===== src/rtl/p_count_pkg.sv =====
// Shared types and constants for the pulse-count monitor.
package p_count_pkg;

  localparam int unsigned WIN_LEN_DEF = 16;
  localparam int unsigned CNT_W_DEF   = 8;
  localparam int unsigned WIN_LEN_MAX = 65535;
  localparam int unsigned TIMER_W     = $clog2(WIN_LEN_MAX);

  typedef enum logic [1:0] {
    IDLE    = 2'd0,
    ARM     = 2'd1,
    MEASURE = 2'd2
  } state_t;

endpackage


===== src/rtl/pulse_sync.sv =====
// Two-flop synchroniser plus previous-value flop; rise flags a synchronised 0->1.
module pulse_sync (
  input  logic clk,
  input  logic clear_n,
  input  logic async_in,
  output logic rise
);

  logic meta;
  logic synced;
  logic prev;

  always_ff @(posedge clk or negedge clear_n) begin
    if (!clear_n) begin
      meta   <= 1'b0;
      synced <= 1'b0;
      prev   <= 1'b0;
    end else begin
      meta   <= async_in;
      synced <= meta;
      prev   <= synced;
    end
  end

  assign rise = synced & ~prev;

endmodule


===== src/rtl/p_count_monitor.sv =====
// Counts rising edges of pulse_in over fixed WIN_LEN-cycle windows and reports each result.
module p_count_monitor
  import p_count_pkg::*;
#(
  parameter int unsigned WIN_LEN = WIN_LEN_DEF,
  parameter int unsigned CNT_W   = CNT_W_DEF
) (
  input  logic             clk,
  input  logic             clear_n,
  input  logic             enable,
  input  logic             pulse_in,
  output logic [CNT_W-1:0] edge_cnt,
  output logic             cnt_valid,
  output logic             overflow,
  output logic             busy
);

  localparam logic [TIMER_W-1:0] TIMER_LOAD = TIMER_W'(WIN_LEN - 1);
  localparam logic [CNT_W-1:0]   CNT_MAX    = '1;

  state_t             state;
  state_t             state_next;
  logic [CNT_W-1:0]   acc;
  logic [CNT_W-1:0]   acc_next;
  logic [CNT_W-1:0]   acc_sum;
  logic               win_ovf;
  logic               win_ovf_next;
  logic               hit_ovf;
  logic [TIMER_W-1:0] timer;
  logic [TIMER_W-1:0] timer_next;
  logic [CNT_W-1:0]   edge_cnt_next;
  logic               overflow_next;
  logic               valid_next;
  logic               rise;

  pulse_sync u_sync (
    .clk      (clk),
    .clear_n  (clear_n),
    .async_in (pulse_in),
    .rise     (rise)
  );

  // Saturating accumulate; an edge arriving at full scale marks the window overflowed.
  always_comb begin
    acc_sum = acc;
    hit_ovf = 1'b0;
    if (rise) begin
      if (acc == CNT_MAX) begin
        hit_ovf = 1'b1;
      end else begin
        acc_sum = acc + {{(CNT_W-1){1'b0}}, 1'b1};
      end
    end
  end

  always_ff @(posedge clk or negedge clear_n) begin
    if (!clear_n) begin
      state     <= IDLE;
      acc       <= '0;
      win_ovf   <= 1'b0;
      timer     <= '0;
      edge_cnt  <= '0;
      overflow  <= 1'b0;
      cnt_valid <= 1'b0;
    end else begin
      state     <= state_next;
      acc       <= acc_next;
      win_ovf   <= win_ovf_next;
      timer     <= timer_next;
      edge_cnt  <= edge_cnt_next;
      overflow  <= overflow_next;
      cnt_valid <= valid_next;
    end
  end

  always_comb begin
    state_next    = state;
    acc_next      = acc;
    win_ovf_next  = win_ovf;
    timer_next    = timer;
    edge_cnt_next = edge_cnt;
    overflow_next = overflow;
    valid_next    = 1'b0;
    case (state)
      IDLE: begin
        if (enable) begin
          state_next = ARM;
        end
      end
      ARM: begin
        if (!enable) begin
          state_next = IDLE;
        end else begin
          acc_next     = '0;
          win_ovf_next = 1'b0;
          timer_next   = TIMER_LOAD;
          state_next   = MEASURE;
        end
      end
      MEASURE: begin
        // Terminal cycle reports even if enable just dropped; otherwise enable=0 aborts.
        if (timer == '0) begin
          edge_cnt_next = acc_sum;
          overflow_next = win_ovf | hit_ovf;
          valid_next    = 1'b1;
          acc_next      = '0;
          win_ovf_next  = 1'b0;
          if (enable) begin
            timer_next = TIMER_LOAD;
          end else begin
            state_next = IDLE;
          end
        end else if (!enable) begin
          state_next = IDLE;
        end else begin
          acc_next     = acc_sum;
          win_ovf_next = win_ovf | hit_ovf;
          timer_next   = timer - TIMER_W'(1);
        end
      end
      default: begin
        state_next = IDLE;
      end
    endcase
  end

  assign busy = (state == ARM) || (state == MEASURE);

endmodule


===== config.mk =====
export PLATFORM = sky130hd
export DESIGN_NAME = p_count_monitor
export DESIGN_NICKNAME = d
export VERILOG_FILES = /design/src/rtl/p_count_pkg.sv /design/src/rtl/pulse_sync.sv /design/src/rtl/p_count_monitor.sv
export SDC_FILE = /design/constraint.sdc
export NUM_CORES = 1
export LEC_CHECK = 0
export ABC_AREA = 1
export BUFFER_PORTS_ARGS = -buffer_cell sky130_fd_sc_hd__buf_2
export CORE_MARGIN = 8
export CORE_UTILIZATION = 50
export DETAILED_ROUTE_END_ITERATION = 7
export GPL_ROUTABILITY_DRIVEN = 0
export GPL_TIMING_DRIVEN = 0
export PLACE_DENSITY = 0.68
export SYNTH_ARGS = -nofsm -noshare
export SYNTH_HDL_FRONTEND = slang
export SYNTH_HIERARCHICAL = 1
export SYNTH_SLANG_ARGS = --single-unit

===== constraint.sdc =====
create_clock -name clk -period 4.5 [get_ports clk]
set_input_delay 0.45 -clock clk [delete_from_list [all_inputs] [get_ports clk]]
set_output_delay 0.45 -clock clk [all_outputs]
set_load 0.1 [all_outputs]

-- Yosys cells after proc, flatten, opt, wreduce, memory -nomap -nowiden
Index checks and enable logic that the tools add are counted.
- multiplexer cells: 22
- bitwise operators: 3
- reduce and logical (&&, ||, !) cells: 8
- eq/ne operators: 7
- add/subtract/negate cells: 2
- operators with widths (cell ; count):
    2-to-1 mux 16 bit ; 3
    2-to-1 mux 8 bit ; 5
    one-hot mux 16 bit (2 select lines) ; 1
    zero test 16 bit ; 1
    one-hot mux 8 bit (2 select lines) ; 1
    subtractor 16 x 1 -> 16 bit (second input constant) ; 1
    adder 8 x 1 -> 8 bit (second input constant) ; 1
    == test 8 bit (second input constant) ; 1
    2-to-1 mux 1 bit ; 7
    2-to-1 mux 2 bit ; 3
    != test 2 bit (second input constant) ; 3
    one-hot mux 2 bit (3 select lines) ; 1
    AND reduction 2 bit ; 3
    != test 3 bit (second input constant) ; 1
    AND reduction 3 bit ; 1
    == test 2 x 1 -> 1 bit (second input constant) ; 1
    == test 2 bit (second input constant) ; 1
    zero test 2 bit ; 1
    one-hot mux 1 bit (2 select lines) ; 1
    nonzero test 2 bit ; 1
    AND 1 bit ; 1
    logical OR 1 bit ; 1
    inverter 1 bit ; 1
    OR 1 bit ; 1
- word-level logic and storage cells: 52
- bits of input ports: 4
- output and inout bits: 11
- register bits: 40

-- Logic depth before layout (Yosys ltp)
Gate-level depths: netlist of the first run.
- word-level depth: 7
- mapped depth: 12
- mapped depth without buffers: 12

-- Modules after synthesis
The synthesis of the first run kept the hierarchy.
- modules (own cells, without submodules) (module ; seq. area each (um^2) ; instances ; cells each ; area each (um^2)):
    p_count_monitor ; 925.9 ; 1 ; 321 ; 2287.2
    pulse_sync ; 75.1 ; 1 ; 5 ; 85.1

-- Worst setup path after synthesis of the first run
No wires, ideal clock.
- path kind: reg-to-output
- start point: register state[0]
- end point: output busy
- cell stages (with the launch flop): 3
- arrival time: 1.224 ns
- slack: 2.826 ns
- cell sequence: dfrtp_1 > inv_1 > ha_1
- longest elaborated chain between the ends: 2
- RTL lines (element ; line ; source):
    from (decl) ; p_count_monitor.sv:21 ; state_t state;
    from (signal assigned) ; p_count_monitor.sv:66 ; state <= state_next;
    == test 2 x 1 -> 1 bit or == test 2 bit (tied branches) ; p_count_monitor.sv:127 ; assign busy = (state == ARM) || (state == MEASURE);
    logical OR 1 bit * ; p_count_monitor.sv:127 ;
    to (decl) ; p_count_monitor.sv:15 ; output logic busy
Every way passes the cells marked *; elsewhere a longest branch is shown, timed or not.

-- Worst setup path in the final report of the first run
- start point: register state[1]
- end point: output busy
Same word-level chain as after synthesis.

==> results of run 1 <==
-- cell usage after synthesis, types with 2 or more instances --
cell type | number | area [sq um]
nand2_4 | 3 | 33.8
xor2_1 | 6 | 52.6
nor2_2 | 6 | 37.5
nand2_2 | 4 | 25.0
a21oi_1 | 5 | 25.0
inv_2 | 5 | 18.8
nand2_1 | 108 | 405
buf_2 | 2 | 10.0
o22ai_1 | 2 | 12.5
ha_1 | 6 | 75.1
nor2_4 | 3 | 33.8
o21ai_1 | 7 | 35.0
nand4_1 | 3 | 18.8
nand3_1 | 34 | 170
nand3b_1 | 2 | 15.0
o21ai_0 | 15 | 75.1
nor3_1 | 3 | 15.0
dfrtp_1 | 40 | 1000
nor2_1 | 30 | 113
inv_1 | 35 | 131
-- registers in the layout (all words and copies together) (netlist names) --
register and count:
overflow 1, cnt_valid 1, state 2, u_sync/prev 1, timer 16, acc 8
u_sync/synced 1, u_sync/meta 1, edge_cnt 8, win_ovf 1
-- metal layers --
layer	up-vias	track usage
met5	-	0
met4	0	0.0696
met3	11	0.0309
met2	26	0.246
met1	927	0.186
li1	1069	-
-- cell usage in the layout, fill, tap and decap left out, types with 2 or more instances in the layout --
master and count:
nand2_2 4, nand3_1 34, a21oi_1 5, nand4_1 3
xor2_1 6, nand2_4 3, o22ai_1 2, clkbuf_1 2
inv_1 35, dfrtp_1 40, clkbuf_8 5, o21ai_1 7
nor2_4 3, nor3_1 3, buf_2 16, inv_2 5
nand3b_1 2, o21ai_0 15, nand2_1 108, ha_1 6
nor2_2 6, nor2_1 30
-- logic make-up (layout without fill, tap and decap cells) --
family          count (synthesis)  count (layout)  synth area share
xor+xnor                        6               6            0.0222
flops                          40              40             0.422
buf+inv                        44              66            0.0738
simple gates                  199             199             0.381
fa+ha+maj                       6               6            0.0316
compound gates                 31              31            0.0691
-- report_power, final --
part | total, uW | internal (uW) | switching (uW)
sequential | 424 | 393 | 31.2
clock | 291 | 165 | 126
combinational | 349 | 79.9 | 269
-- stage by stage --
step	std cells	utilization	area, sq um
after global placement	394	0.539	2510
after CTS	402	0.562	2620
final	402	0.562	2620
after floorplan	326	-	2370
after detailed placement	394	0.539	2510
after global routing	402	0.562	2620
-- layout make-up --
cell class                 count  area (sq um)  share of cell area
inverter                      40           150              0.0574
timing repair buffer          14          70.1              0.0268
clock buffer                   6          72.6              0.0277
buffer                         4          25.0             0.00956
clock inverter                 2          35.0              0.0134
sequential                    40          1000               0.382
multi-input combinational    242          1200               0.457
tap                           54          67.6              0.0258
-- final timing paths --
check                             from       endpoint  slack (ns)  cells after the start
hold reg to reg            u_sync/meta  u_sync/synced        0.35                      0
setup reg to reg              state[0]       timer[8]        2.70                     10
setup / recovery              state[1]           busy        2.63                      3
max in group asynchronous      clear_n      timer[11]        3.69                      1
hold / removal                 clear_n  u_sync/synced        0.26                      1
min in group clk              pulse_in    u_sync/meta        0.26                      1
-- worst register-to-register path, cell delays in order (launching register included) --
cell     delay (ns)
dfrtp_1        0.38
inv_1          0.10
ha_1           0.15
buf_2          0.21
nor2_1         0.07
inv_1          0.08
nand2_1        0.17
inv_1          0.28
o21ai_0        0.14
nand2_1        0.09
inv_1          0.04
==> reports/qor.txt, run 1 <==
synth-to-layout area growth - 10.3%
Port Buffers - 14
cell row count - 25
Detail Route Antenna Nets - 0
CTS max path bufs - 2
CTS tree - yes
WP data required - 4.05 ns
Final WS setup - 2.63 ns
Period Utilization, post-route - 0.416
Setup crit end kind - output pin
fin nets - 357
TNS Setup - 0 ns
highest metal used - met4
M1 WL - 2.31 mm
CTS resizes - 0
Clock Sinks - 40
pin count of the biggest net entering global routing - 41
CP Cell Sequence - inv_1 -> ha_1 -> buf_2
Die Area - 0.00720 sq mm
synthesized area - 0.00237 sq mm
1st-iter DRT viols - 81
Hold WS - 0.257 ns
Seq/Total Area, Yosys - 0.422
Final min period - 1.87 ns
post-layout power - 1060 uW
Core Region - 0.00466 sq mm
diode count - 0
Worst Skew - 0.00649 ns
PwrDens - 407 mW/mm^2
Worst Path Buf+Inv - 2
drt drc - 0
Initial Util - 0.509
CP max stage cell - buf_2
VDD IR max - 0.263 mV
Least-Margin Pin Slew - 0.863 ns
Slew headroom - 0.424
met3 WL post-DR - 175 um
RSZ-0062 raised after global routing - no
DR vias/cell - 5.06
via count - 2,033
first-pass GRT wire length - 8.80 mm
LEAKAGE - 0.00142 uW
synthesized flop and latch total - 40
pre-CTS WS - 2.68 ns
IO Pins - 15
final hold violations - 0
H-tree depth - 2
synthesized area per cell - 7.28 sq um
Worst Path Arrival - 1.42 ns
WL final - 4.93 mm
CP max FO - 3
post-DP HPWL - 3.75 mm
worst hold path type - input pin to asynchronous set/reset pin
Final Max Slew Viols - 0
delay-heaviest family, CP - buffers and inverters
vias in the first global route - 1,948
Max Cap Viol - 0
met2 WL post-DR - 2.34 mm
Filler cells - 454
Worst-path clk slew - 0.08 ns
Die Ht - 84.9 um
fmax - 535 MHz
initial antenna violation count - 0
WS Path Type - flip-flop to output pin
WL per Instance - 12.3 um
outcome - complete, no violations
critical path's largest stage delay - 0.41 ns
Post-synth ARST share - 1.00
Ys Warns - 6
Total GRT Usage - 0.151
predominant post-synthesis flop cell - dfrtp_1
cts hold-fix bufs - 0
Post-CTS Setup Bufs - 0
Die Wd - 84.9 um
total congestion overflow - 0
Syn Nets - 336
number of synthesized flops with an enable pin - 0
Worst setup SP type - flip-flop
Synth Instances - 326
CTS Buf Count - 5
DRT Pass-1 Iters - 4
CTS Root Buffer Type - clkbuf_8
Skew-Pair Late Insertion Delay - 0.30 ns
Yosys cell types - 27
fraction of layout cells with a size suffix above 1 - 0.138
Final setup viols - 0
Power figures use the tool's default switching activity.
==> inputs of run 2 (changes only) <==
- ABC_AREA: 1 -> 0
- PLACE_DENSITY: 0.68 -> 0.71
- clock period: 4.5 -> 1.7 ns (I/O delays scaled with it)
==> run 2 against run 1 <==
The run now ends with hold timing, setup timing left. Clock-buffer cell count unchanged. Flip-flop and latch count unchanged. Die area down 8.8%. Worst setup slack worse by 3.2 ns. Power rose to 3.0 times the previous value.
==> reports/qor.txt, run 2 <==
outcome - finished, violations left
violated checks - hold timing, setup timing
Total GRT Usage - 0.167 (+0.0168)
Die Wd - 81.1 um (-4.5%)
synthesized flop and latch total - 40 (unchanged)
synthesized area per cell - 9.37 sq um (+29%)
biggest regs - timer (16), acc (8), edge_cnt (8)
RSZ-0062 raised after global routing - yes
Port Buffers - 14 (unchanged)
fin nets - 300 (-16%)
Yosys cell types - 48 (+78%)
Worst setup SP type - flip-flop
Die Ht - 81.1 um (-4.5%)
first-pass GRT wire length - 8.63 mm (-2.0%)
fraction of layout cells with a size suffix above 1 - 0.372 (+0.234)
Synth Instances - 226 (-31%)
Seq/Total Area, Yosys - 0.473 (+0.0509)
Clock Sinks - 40 (unchanged)
most frequent cells in the layout - buf_4 (39), dfrtp_1 (39), nand2_1 (18), o21ai_1 (18), o21ai_0 (17)
Initial Util - 0.525 (+0.0165)
CTS tree - yes
WL per Instance - 16.5 um (+35%)
Final min period - 2.26 ns
Detail Route Antenna Nets - 0 (unchanged)
synth-to-layout area growth - 37.6%
Yosys top cell by area - dfrtp_1
synthesized area - 0.00212 sq mm (-11%)
Post-synth ARST share - 1.00 (unchanged)
max FFs per register - 16 (unchanged)
diode count - 0 (unchanged)
post-DP HPWL - 3.23 mm (-14%)
Core Region - 0.00403 sq mm (-14%)
Worst-path clk slew - 0.08 ns (about the same)
number of synthesized flops with an enable pin - 0 (unchanged)
CTS Buf Count - 5 (unchanged)
Final setup viols - 35 (+35)
CTS Root Buffer Type - clkbuf_8
PwrDens - 1100 mW/mm^2 (+170%)
cell row count - 23 (-8.0%)
DP Area - 0.00232 sq mm (-7.6%)
WL final - 5.63 mm (+14%)
WS Path Type - flip-flop to flip-flop
most numerous cell in the Yosys netlist - dfrtp_1
VDD IR max - 0.605 mV (+130%)
drt drc - 0 (unchanged)
IO Pins - 15 (unchanged)
Final Max Slew Viols - 0 (unchanged)
fmax - 443 MHz
Worst Skew - 0.00892 ns (+0.00243 ns)
ranking of synthesized cells by area - dfrtp_1 (47%), o21ai_0 (8.0%), nand2_1 (4.6%)
final hold violations - 13 (+13)
CP max FO - 6 (+3)
LEAKAGE - 0.00127 uW (-10%)
Setup crit end kind - flip-flop
final instance area - 0.00291 sq mm (+11%)
total congestion overflow - 0 (unchanged)
Max Cap Viol - 0 (unchanged)
DR vias/cell - 5.80 (+15%)
via count - 1,972 (-3.0%)
initial antenna violation count - 0 (unchanged)
Hold WS - -0.00887 ns (-0.266 ns)
pre-CTS WS - -0.753 ns (-3.43 ns)
commonest cells in the netlist - dfrtp_1 (40), o21ai_0 (34), nand2_1 (26)
Die Area - 0.00657 sq mm (-8.8%)
CTS max path bufs - 2 (unchanged)
Reg with most FFs - timer
Syn Nets - 236 (-30%)
WP data required - 1.88 ns (-2.17 ns)
Worst Path Arrival - 2.44 ns (+1.02 ns)
Least-Margin Pin Slew - 0.886 ns (+0.0229 ns)
Skew-Pair Late Insertion Delay - 0.30 ns (about the same)
TNS Setup - -16.04 ns (-16.04 ns)
worst hold path type - input pin to asynchronous set/reset pin
Ys Warns - 6 (unchanged)
vias in the first global route - 1,849 (-5.1%)
1st-iter DRT viols - 139 (+72%)
predominant post-synthesis flop cell - dfrtp_1
pin count of the biggest net entering global routing - 41 (unchanged)
DRT Pass-1 Iters - 4 (unchanged)
H-tree depth - 2 (unchanged)
Period Utilization, post-route - 1.33
Slew headroom - 0.409 (-0.0153)
Final WS setup - -0.557 ns (-3.19 ns)
Synth top area share - 0.473 (+0.0509)
-- run 2: metrics by stage --
| stage | utilization | hold WS, ns | total power (uW) | instances |
|---|---|---|---|---|
| 5_1_grt | 0.723 | 0.0802 | 3370 | 340 |
| 3_3_place_gp | 0.576 | 0.278 | 2020 | 290 |
| 2_1_floorplan | - | -0.126 | 1850 | 226 |
| 4_1_cts | 0.670 | 0.0257 | 2880 | 325 |
| 6_report | 0.723 | -0.00887 | 3190 | 340 |
| 3_5_place_dp | 0.576 | 0.283 | 2040 | 290 |
-- run 2: path summary, 6_finish.rpt --
check | start | endpoint | slack, ns | cells after the start
setup / recovery | state[0] | acc[6] | -0.56 | 8
hold / removal | clear_n | acc[0] | -0.009 | 1
setup reg to reg | state[0] | acc[6] | -0.56 | 8
hold reg to reg | u_sync/meta | u_sync/synced | 0.35 | 0
max in group asynchronous | clear_n | timer[7] | 1.10 | 1
min in group clk | enable | state[0] | 0.18 | 3
-- run 2: cell type report --
type                       instances  area (sq um)
inverter                          11          41.3
clock buffer                       6          72.6
clock inverter                     1          5.00
buffer                             5          62.6
tap                               50          62.6
timing repair buffer              59           464
multi-input combinational        168          1200
sequential                        40          1000
fill                             285          1110
-- run 2: routing by layer --
metal  global-route usage  share of wire  vias to the layer above
met4               0.0929          0.036                        0
li1                     -              -                      947
met3               0.0342          0.049                       22
met2                0.285           0.51                       62
met1                0.193           0.40                      941
met5                    0              0                        -
-- run 2: repair_timing --
item,in CTS,in global routing
endpoints found under the hold margin,1,0
pin swaps,16,14
gates resized for setup,28,30
hold buffers,1,0
gates cloned,2,1
endpoints found under the setup margin,35,35
setup buffers,26,15
-- run 2: cell families (layout without fill, tap and decap cells) --
group,after synthesis,after routing,share of synthesized area
flip-flops,40,40,0.473
adder cells (fa/ha/maj),6,6,0.0355
AO/OA/AOI/OAI,73,73,0.209
buffers and inverters,18,82,0.0408
multiplexers,2,2,0.00946
XOR/XNOR,5,5,0.0207
AND/OR/NAND/NOR,82,82,0.212
-- run 2: report_power, final --
| part | switching, uW | internal (uW) |
|---|---|---|
| clock | 319 | 279 |
| combinational | 820 | 699 |
| sequential | 60.2 | 1020 |
-- run 2: worst max-delay path, stage by stage (launching register included) --
cell     delay (ns)
dfrtp_1        0.40
inv_2          0.10
ha_4           0.17
or4b_4         0.47
or4_4          0.45
buf_6          0.15
o21a_4         0.22
a21oi_2        0.11
nor2_1         0.07
